**src/rtl/peripheral_7seg_pkg.sv**
```systemverilog
// Shared constants for the 4-digit multiplexed seven-segment display peripheral:
// register offsets, CTRL bit positions, glyph codes and elaboration helpers.
package peripheral_7seg_pkg;

  localparam logic [4:0] OFF_DIGITS = 5'h00;
  localparam logic [4:0] OFF_DPM    = 5'h04;
  localparam logic [4:0] OFF_CTRL   = 5'h08;
  localparam logic [4:0] OFF_STATUS = 5'h0C;

  localparam int CTRL_EN    = 0;
  localparam int CTRL_LZB   = 1;
  localparam int CTRL_MINUS = 2;
  localparam int CTRL_W     = 3;

  typedef struct packed {
    logic minus;
    logic lzb;
    logic en;
  } ctrl_t;

  // Segment order is {g,f,e,d,c,b,a}, active-high before board polarity is applied.
  localparam logic [6:0] GLYPH_0     = 7'h3F;
  localparam logic [6:0] GLYPH_1     = 7'h06;
  localparam logic [6:0] GLYPH_2     = 7'h5B;
  localparam logic [6:0] GLYPH_3     = 7'h4F;
  localparam logic [6:0] GLYPH_4     = 7'h66;
  localparam logic [6:0] GLYPH_5     = 7'h6D;
  localparam logic [6:0] GLYPH_6     = 7'h7D;
  localparam logic [6:0] GLYPH_7     = 7'h07;
  localparam logic [6:0] GLYPH_8     = 7'h7F;
  localparam logic [6:0] GLYPH_9     = 7'h6F;
  localparam logic [6:0] GLYPH_A     = 7'h77;
  localparam logic [6:0] GLYPH_B     = 7'h7C;
  localparam logic [6:0] GLYPH_C     = 7'h39;
  localparam logic [6:0] GLYPH_D     = 7'h5E;
  localparam logic [6:0] GLYPH_E     = 7'h79;
  localparam logic [6:0] GLYPH_F     = 7'h71;
  localparam logic [6:0] GLYPH_MINUS = 7'h40;
  localparam logic [6:0] GLYPH_BLANK = 7'h00;

  function automatic int calc_div(input int clk_freq, input int scan_hz);
    int q;
    q = clk_freq / (scan_hz * 4);
    return (q < 2) ? 2 : q;
  endfunction

  function automatic int width_for(input int max_val);
    return (max_val < 2) ? 1 : $clog2(max_val + 1);
  endfunction

endpackage

```
**src/rtl/peripheral_7seg_decode.sv**
```systemverilog
// Combinational hex-nibble to seven-segment glyph ROM.
module seg7_decode
  import peripheral_7seg_pkg::*;
(
  input  logic [3:0] nibble_i,
  output logic [6:0] glyph_o
);

  // Glyph lookup for the currently scanned nibble.
  always_comb begin
    glyph_o = GLYPH_BLANK;
    case (nibble_i)
      4'h0:    glyph_o = GLYPH_0;
      4'h1:    glyph_o = GLYPH_1;
      4'h2:    glyph_o = GLYPH_2;
      4'h3:    glyph_o = GLYPH_3;
      4'h4:    glyph_o = GLYPH_4;
      4'h5:    glyph_o = GLYPH_5;
      4'h6:    glyph_o = GLYPH_6;
      4'h7:    glyph_o = GLYPH_7;
      4'h8:    glyph_o = GLYPH_8;
      4'h9:    glyph_o = GLYPH_9;
      4'hA:    glyph_o = GLYPH_A;
      4'hB:    glyph_o = GLYPH_B;
      4'hC:    glyph_o = GLYPH_C;
      4'hD:    glyph_o = GLYPH_D;
      4'hE:    glyph_o = GLYPH_E;
      4'hF:    glyph_o = GLYPH_F;
      default: glyph_o = GLYPH_BLANK;
    endcase
  end

endmodule

```
**src/rtl/peripheral_7seg.sv**
```systemverilog
// Memory-mapped 4-digit multiplexed seven-segment driver: bus registers, scan
// prescaler with inter-digit dead time, leading-zero blanking and registered pins.
module peripheral_7seg
  import peripheral_7seg_pkg::*;
#(
  parameter int CLK_FREQ   = 26000000,
  parameter int SCAN_HZ    = 1000,
  parameter int DEAD_CYC   = 16,
  parameter int ACTIVE_LOW = 1
) (
  input  logic        clk,
  input  logic        reset,
  input  logic [15:0] d_in,
  input  logic        cs,
  input  logic [4:0]  addr,
  input  logic        rd,
  input  logic        wr,
  output logic [31:0] d_out,
  output logic [6:0]  seg,
  output logic        dp,
  output logic [3:0]  an
);

  localparam int DIV = calc_div(CLK_FREQ, SCAN_HZ);
  localparam int PW  = width_for(DIV - 1);
  localparam int DW  = width_for(DEAD_CYC);

  localparam logic [PW-1:0] PRESC_LAST = PW'(DIV - 1);
  localparam logic [PW-1:0] PRESC_ONE  = PW'(1);
  localparam logic [DW-1:0] DEAD_LOAD  = DW'(DEAD_CYC);
  localparam logic [DW-1:0] DEAD_ONE   = DW'(1);

  localparam logic       POL_LOW = (ACTIVE_LOW != 0);
  localparam logic [6:0] SEG_OFF = {7{POL_LOW}};
  localparam logic [3:0] AN_OFF  = {4{POL_LOW}};
  localparam logic       DP_OFF  = POL_LOW;

  logic [15:0]   digits_q, digits_d;
  logic [3:0]    dpm_q, dpm_d;
  ctrl_t         ctrl_q, ctrl_d;
  logic [1:0]    idx_q, idx_d;
  logic [PW-1:0] presc_q, presc_d;
  logic [DW-1:0] dead_q, dead_d;
  logic          frame_done_q, frame_done_d;
  logic [31:0]   d_out_q, d_out_d;
  logic [6:0]    seg_q, seg_d;
  logic          dp_q, dp_d;
  logic [3:0]    an_q, an_d;

  logic        wr_en_s, rd_en_s, status_rd_s;
  logic        wrap_s, frame_wrap_s;
  logic [31:0] rdata_s;
  logic [3:0]  nibble_s;
  logic [6:0]  glyph_s, seg_raw_s;
  logic [3:0]  an_raw_s;
  logic        dp_raw_s;
  logic        z1_s, z2_s, z3_s;
  logic        blank1_s, blank2_s, blank3_s, blank_sel_s;

  assign wr_en_s     = cs & wr;
  assign rd_en_s     = cs & rd;
  assign status_rd_s = rd_en_s & (addr == OFF_STATUS);

  // Register writes and read-data selection.
  always_comb begin
    digits_d = digits_q;
    dpm_d    = dpm_q;
    ctrl_d   = ctrl_q;
    if (wr_en_s) begin
      case (addr)
        OFF_DIGITS: digits_d = d_in;
        OFF_DPM:    dpm_d    = d_in[3:0];
        OFF_CTRL:   ctrl_d   = ctrl_t'(d_in[CTRL_W-1:0]);
        default:    digits_d = digits_q;
      endcase
    end else begin
      digits_d = digits_q;
    end

    case (addr)
      OFF_DIGITS: rdata_s = {16'h0000, digits_q};
      OFF_DPM:    rdata_s = {28'h0000000, dpm_q};
      OFF_CTRL:   rdata_s = {29'h00000000, ctrl_q};
      OFF_STATUS: rdata_s = {29'h00000000, frame_done_q, idx_q};
      default:    rdata_s = 32'h0000_0000;
    endcase
    d_out_d = rd_en_s ? rdata_s : d_out_q;
  end

  // Scan sequencing: prescaler, digit index, dead time and frame-done flag.
  always_comb begin
    wrap_s       = ctrl_q.en & (presc_q == PRESC_LAST);
    frame_wrap_s = wrap_s & (idx_q == 2'd3);
    if (!ctrl_q.en) begin
      presc_d = '0;
      idx_d   = 2'd0;
      dead_d  = '0;
    end else if (wrap_s) begin
      presc_d = '0;
      idx_d   = idx_q + 2'd1;
      dead_d  = DEAD_LOAD;
    end else begin
      presc_d = presc_q + PRESC_ONE;
      idx_d   = idx_q;
      dead_d  = (dead_q != '0) ? (dead_q - DEAD_ONE) : dead_q;
    end

    // A wrap on the same edge as a STATUS read keeps the flag set.
    if (frame_wrap_s) begin
      frame_done_d = 1'b1;
    end else if (status_rd_s) begin
      frame_done_d = 1'b0;
    end else begin
      frame_done_d = frame_done_q;
    end
  end

  assign nibble_s = digits_q[{idx_q, 2'b00} +: 4];

  seg7_decode u_decode (
    .nibble_i (nibble_s),
    .glyph_o  (glyph_s)
  );

  // Blanking chain runs from the top significant digit downwards.
  always_comb begin
    z3_s     = (digits_q[15:12] == 4'h0);
    z2_s     = (digits_q[11:8]  == 4'h0);
    z1_s     = (digits_q[7:4]   == 4'h0);
    blank3_s = ctrl_q.lzb & z3_s & ~ctrl_q.minus;
    blank2_s = ctrl_q.lzb & z2_s & (ctrl_q.minus | z3_s);
    blank1_s = blank2_s & z1_s;
    case (idx_q)
      2'd1:    blank_sel_s = blank1_s;
      2'd2:    blank_sel_s = blank2_s;
      2'd3:    blank_sel_s = blank3_s;
      default: blank_sel_s = 1'b0;
    endcase

    if (!ctrl_q.en) begin
      seg_raw_s = GLYPH_BLANK;
      dp_raw_s  = 1'b0;
      an_raw_s  = 4'h0;
    end else begin
      if (ctrl_q.minus && (idx_q == 2'd3)) begin
        seg_raw_s = GLYPH_MINUS;
      end else if (blank_sel_s) begin
        seg_raw_s = GLYPH_BLANK;
      end else begin
        seg_raw_s = glyph_s;
      end
      dp_raw_s = dpm_q[idx_q];
      an_raw_s = (dead_q == '0) ? (4'b0001 << idx_q) : 4'h0;
    end

    seg_d = seg_raw_s ^ SEG_OFF;
    dp_d  = dp_raw_s ^ DP_OFF;
    an_d  = an_raw_s ^ AN_OFF;
  end

  // State and output registers; reset drives the pins to their inactive level.
  always_ff @(posedge clk or posedge reset) begin
    if (reset) begin
      digits_q     <= 16'h0000;
      dpm_q        <= 4'h0;
      ctrl_q       <= '0;
      idx_q        <= 2'd0;
      presc_q      <= '0;
      dead_q       <= '0;
      frame_done_q <= 1'b0;
      d_out_q      <= 32'h0000_0000;
      seg_q        <= SEG_OFF;
      dp_q         <= DP_OFF;
      an_q         <= AN_OFF;
    end else begin
      digits_q     <= digits_d;
      dpm_q        <= dpm_d;
      ctrl_q       <= ctrl_d;
      idx_q        <= idx_d;
      presc_q      <= presc_d;
      dead_q       <= dead_d;
      frame_done_q <= frame_done_d;
      d_out_q      <= d_out_d;
      seg_q        <= seg_d;
      dp_q         <= dp_d;
      an_q         <= an_d;
    end
  end

  assign d_out = d_out_q;
  assign seg   = seg_q;
  assign dp    = dp_q;
  assign an    = an_q;

endmodule
```
**config.mk**
```make
export PLATFORM = sky130hd
export DESIGN_NAME = peripheral_7seg
export DESIGN_NICKNAME = d
export VERILOG_FILES = /design/src/rtl/peripheral_7seg_pkg.sv /design/src/rtl/peripheral_7seg_decode.sv /design/src/rtl/peripheral_7seg.sv
export SDC_FILE = /design/constraint.sdc
export NUM_CORES = 1
export LEC_CHECK = 0
export BUFFER_PORTS_ARGS = -buffer_cell sky130_fd_sc_hd__buf_4
export CAP_MARGIN = 20
export CORE_MARGIN = 10
export CORE_UTILIZATION = 40
export CTS_BUF_LIST = sky130_fd_sc_hd__clkbuf_2
export DETAILED_ROUTE_END_ITERATION = 10
export GPL_ROUTABILITY_DRIVEN = 0
export PLACE_DENSITY = 0.71
export SLEW_MARGIN = 30
export SYNTH_ARGS = -nofsm -noshare
export SYNTH_HDL_FRONTEND = slang
export SYNTH_HIERARCHICAL = 1
export SYNTH_SLANG_ARGS = --single-unit
```
**constraint.sdc**
```tcl
create_clock -name clk -period 3.3 [get_ports clk]
set_clock_uncertainty 0.15 [all_clocks]
set_input_delay 0.165 -clock clk [delete_from_list [all_inputs] [get_ports clk]]
set_output_delay 0.165 -clock clk [all_outputs]
set_load 0.02 [all_outputs]
```
==> impl_metrics.env <==
export IMPL_fin_area_um2=4490
export IMPL_finalCritPeriodShare_pct=77.8
export IMPL_die_h_um=116
export IMPL_antenna_found_initial=2
export IMPL_cp_arrival_ns=2.86
export IMPL_power_frac_comb_pct=18.4
export IMPL_crit_path_start_kind="flip-flop"
export IMPL_critPathKind="reg -> reg"
export IMPL_clkLatencyLatePin_ns=0.53
export IMPL_fin_crit_ns=2.57
export IMPL_io_pins=70
export IMPL_p_leak_nw=1.96
export IMPL_row_count=35
export IMPL_netSwitchingFraction_pct=30.0
export IMPL_synth_top_cell_area_share_pct=40.5
export IMPL_power_frac_clock_pct=26.4
export IMPL_postCtsSetupBuffers=0
export IMPL_met1_usage_pct=17.0
export IMPL_grt_pass1_vias=2772
export IMPL_wirelength_mm=8.64
export IMPL_cts_htree_levels=3
export IMPL_cpPeakStageDelay_ns=0.67
export IMPL_drtIter0Drc=186
export IMPL_crit_slowest_cell="dfrtp_1"
export IMPL_top_usage_layer="met2"
export IMPL_start_util_pct=40.5
export IMPL_cts_sinks=72
export IMPL_nets=422
export IMPL_ant_nets=0
export IMPL_postLayoutCoreUtil_pct=49.0
export IMPL_nFillCells=799
export IMPL_fmax_mhz=389
export IMPL_grt_setup_unrepaired="no"
export IMPL_cts_buffer_depth=2
export IMPL_endpoint_kind="flip-flop"
export IMPL_p_switching_mw=0.548
export IMPL_numCtsBuffers=9
export IMPL_reg2reg_setup_slack_ns=0.73
export IMPL_synth_most_common_cell="dfrtp_1"
export IMPL_route_detailed_wl_per_inst_um=17.3
export IMPL_grt_total_usage_pct=13.3
export IMPL_dieArea_um2=13500
export IMPL_ys_async_sr_fraction_pct=100
export IMPL_multi_input_area_um2=1720
export IMPL_crit_path_frequent_cell="inv_1"
export IMPL_grt_pass1_wl_mm=14.2
export IMPL_ys_seq_elements=72
export IMPL_r2r_start="idx_q[0]$_DFFE_PP0P_"
export IMPL_peakVddDrop_v=0.000207
export IMPL_r2r_end="seg[3]$_DFF_PP1_"
export IMPL_powerDensity_nw_per_um2=407
export IMPL_synth_seq_area_share_pct=49.0
export IMPL_ys_flop_type="dfrtp_1"
export IMPL_drv_cap=0
export IMPL_setup_violations=0
export IMPL_syn_area_um2=3710
export IMPL_slew_violations=0
export IMPL_io_buffers=53
export IMPL_syn2layout_area_growth_pct=20.9
export IMPL_tritoncts="yes"
export IMPL_holdPathStages=3
export IMPL_endpoint="seg[3]$_DFF_PP1_"
export IMPL_p_int_mw=1.28
export IMPL_crit_chain="mux4_2 -> inv_1 -> ha_1 -> inv_1 -> mux4_1 -> o311ai_0"
export IMPL_worst_pin_slew_ns=0.717
export IMPL_cts_clk_slew_worst_paths_ns=0.22
export IMPL_cts_root_buf="clkbuf_2"
export IMPL_use_met3_pct=2.67
export IMPL_yosysWarnings=6
export IMPL_synth_top_cells_by_count="dfrtp_1 (60), mux2_2 (24), a22o_1 (16), buf_4 (16)"
export IMPL_grt_overflow=0
export IMPL_place_area_um2=4140
export IMPL_core_um2=9150
export IMPL_die_x_um=116
export IMPL_drive_gt1_share_pct=31.3
export IMPL_syn_instance_count=305
export IMPL_ff2ff_path_depth=6
export IMPL_startpoint="idx_q[0]$_DFFE_PP0P_"
export IMPL_hpwlAfterDp_mm=6.25
export IMPL_drcViolationCount=0
export IMPL_min_path_type="in -> reg"
export IMPL_num_vias=2702
export IMPL_synth_edf_count=0
export IMPL_synth_avg_cell_area_um2=12.2
export IMPL_hold_violations=0
export IMPL_synth_distinct_cells=52
export IMPL_slew_headroom_pct=52.2
export IMPL_grt_max_degree=42
export IMPL_status="complete, no violations"
export IMPL_netlist_top_cells_area="dfrtp_1 (40%), dfstp_2 (8.5%), mux2_2 (7.3%)"
export IMPL_drtPass1Iterations=4
export IMPL_p_seq_share_pct=55.2
export IMPL_critPathMaxFanout=11
export IMPL_yosys_area_top_type="dfrtp_1"
export IMPL_seq_area_um2=1820
export IMPL_required_ns=3.59
export IMPL_use_met2_pct=21.2
export IMPL_viasPerCell=5.41
export IMPL_setup_tns_ns=0
==> worst min-delay path by stage <==
stage,to,slack [ns],start
after floorplan,digits_q[3]$_DFFE_PP0P_,0.15,d_in[3]
after global placement,digits_q[3]$_DFFE_PP0P_,0.24,d_in[3]
after detailed placement,dead_q[3]$_DFFE_PP0P_,0.26,reset
after CTS,ctrl_q[1]$_DFFE_PP0P_,0.002,wr
after global routing,ctrl_q[1]$_DFFE_PP0P_,0.03,wr
final,ctrl_q[1]$_DFFE_PP0P_,0.02,wr
==> routing by layer <==
| layer | vias up | wire length, um |
|---|---|---|
| met3 | 16 | 482 |
| met2 | 72 | 4030 |
| met1 | 1348 | 3910 |
| met4 | 0 | 205 |
| met5 | - | 0 |
| li1 | 1266 | - |
==> stage by stage <==
stage | worst slack, ns | hold WS [ns] | power, mW | cells
after floorplan | 0.786 | 0.147 | 1.24 | 320
after global placement | 0.842 | 0.243 | 1.32 | 458
after detailed placement | 0.725 | 0.255 | 1.34 | 458
after CTS | 0.717 | 0.00181 | 1.83 | 497
after global routing | 0.565 | 0.0276 | 1.91 | 499
final | 0.732 | 0.0214 | 1.83 | 499
==> cell type report <==
cell class	instances	share of cell area, %
antenna	2	0.112
clock buffer	9	1.00
clock inverter	7	1.39
inverter	15	1.28
multi-input combinational	205	38.3
sequential	72	40.5
tap	111	3.10
timing repair buffer	78	14.3
==> power by group through the flow <==
stage / combinational (mW) / sequential [mW] / clock [mW]
global placement: 0.304 / 1.02 / 0
CTS: 0.336 / 1.01 / 0.489
detailed placement: 0.314 / 1.02 / 0
floorplan: 0.220 / 1.02 / 0
global route: 0.369 / 1.02 / 0.522
finish: 0.336 / 1.01 / 0.483
==> cells by family after synthesis <==
group,share of synthesized area [%]
compound gates,11.7
xor+xnor,1.18
fa+ha+maj,5.06
buf+inv,6.30
flops,49.0
mux,15.2
other cells,0.101
simple gates,11.5
==> what timing repair did <==
item	in CTS	in global routing
resized for setup	0	0
hold buffers	23	0
endpoints found under the hold margin	66	0
endpoints found under the setup margin	0	0
==> cell usage in the layout (no fill, tap or decap), types with 4 or more instances in the layout <==
cell type	n
dfrtp_1	60
buf_4	55
mux2_2	24
dlygate4sd3_1	23
a22o_1	16
conb_1	16
ha_1	15
inv_1	14
a21oi_1	13
nand2_1	12
dfstp_2	12
nor2_1	10
clkbuf_2	9
mux4_2	8
o311ai_0	7
o31ai_1	6
mux2i_1	6
or3_1	5
o21ai_0	5
or4_1	5
nand3_1	5
nor4_1	5
nor2b_1	4
==> state kept, by name, summed over array words and instances, names as in the netlist <==
| signal | count |
|---|---|
| d_out | 16 |
| digits_q | 16 |
| presc_q | 13 |
| an | 4 |
| idx_q | 2 |
| dpm_q | 4 |
| ctrl_q | 3 |
| dp | 1 |
| frame_done_q | 1 |
| dead_q | 5 |
| seg | 7 |
==> critical path: cells and delay by family (launching register included) <==
family / cells / cell delay (ns)
muxes: 2 / 1.09
DFF: 1 / 0.67
adders and majority gates: 1 / 0.27
AOI/OAI and AO/OA: 1 / 0.11
buffers and inverters: 2 / 0.22
Note: power is estimated with default switching activity, not from simulation.
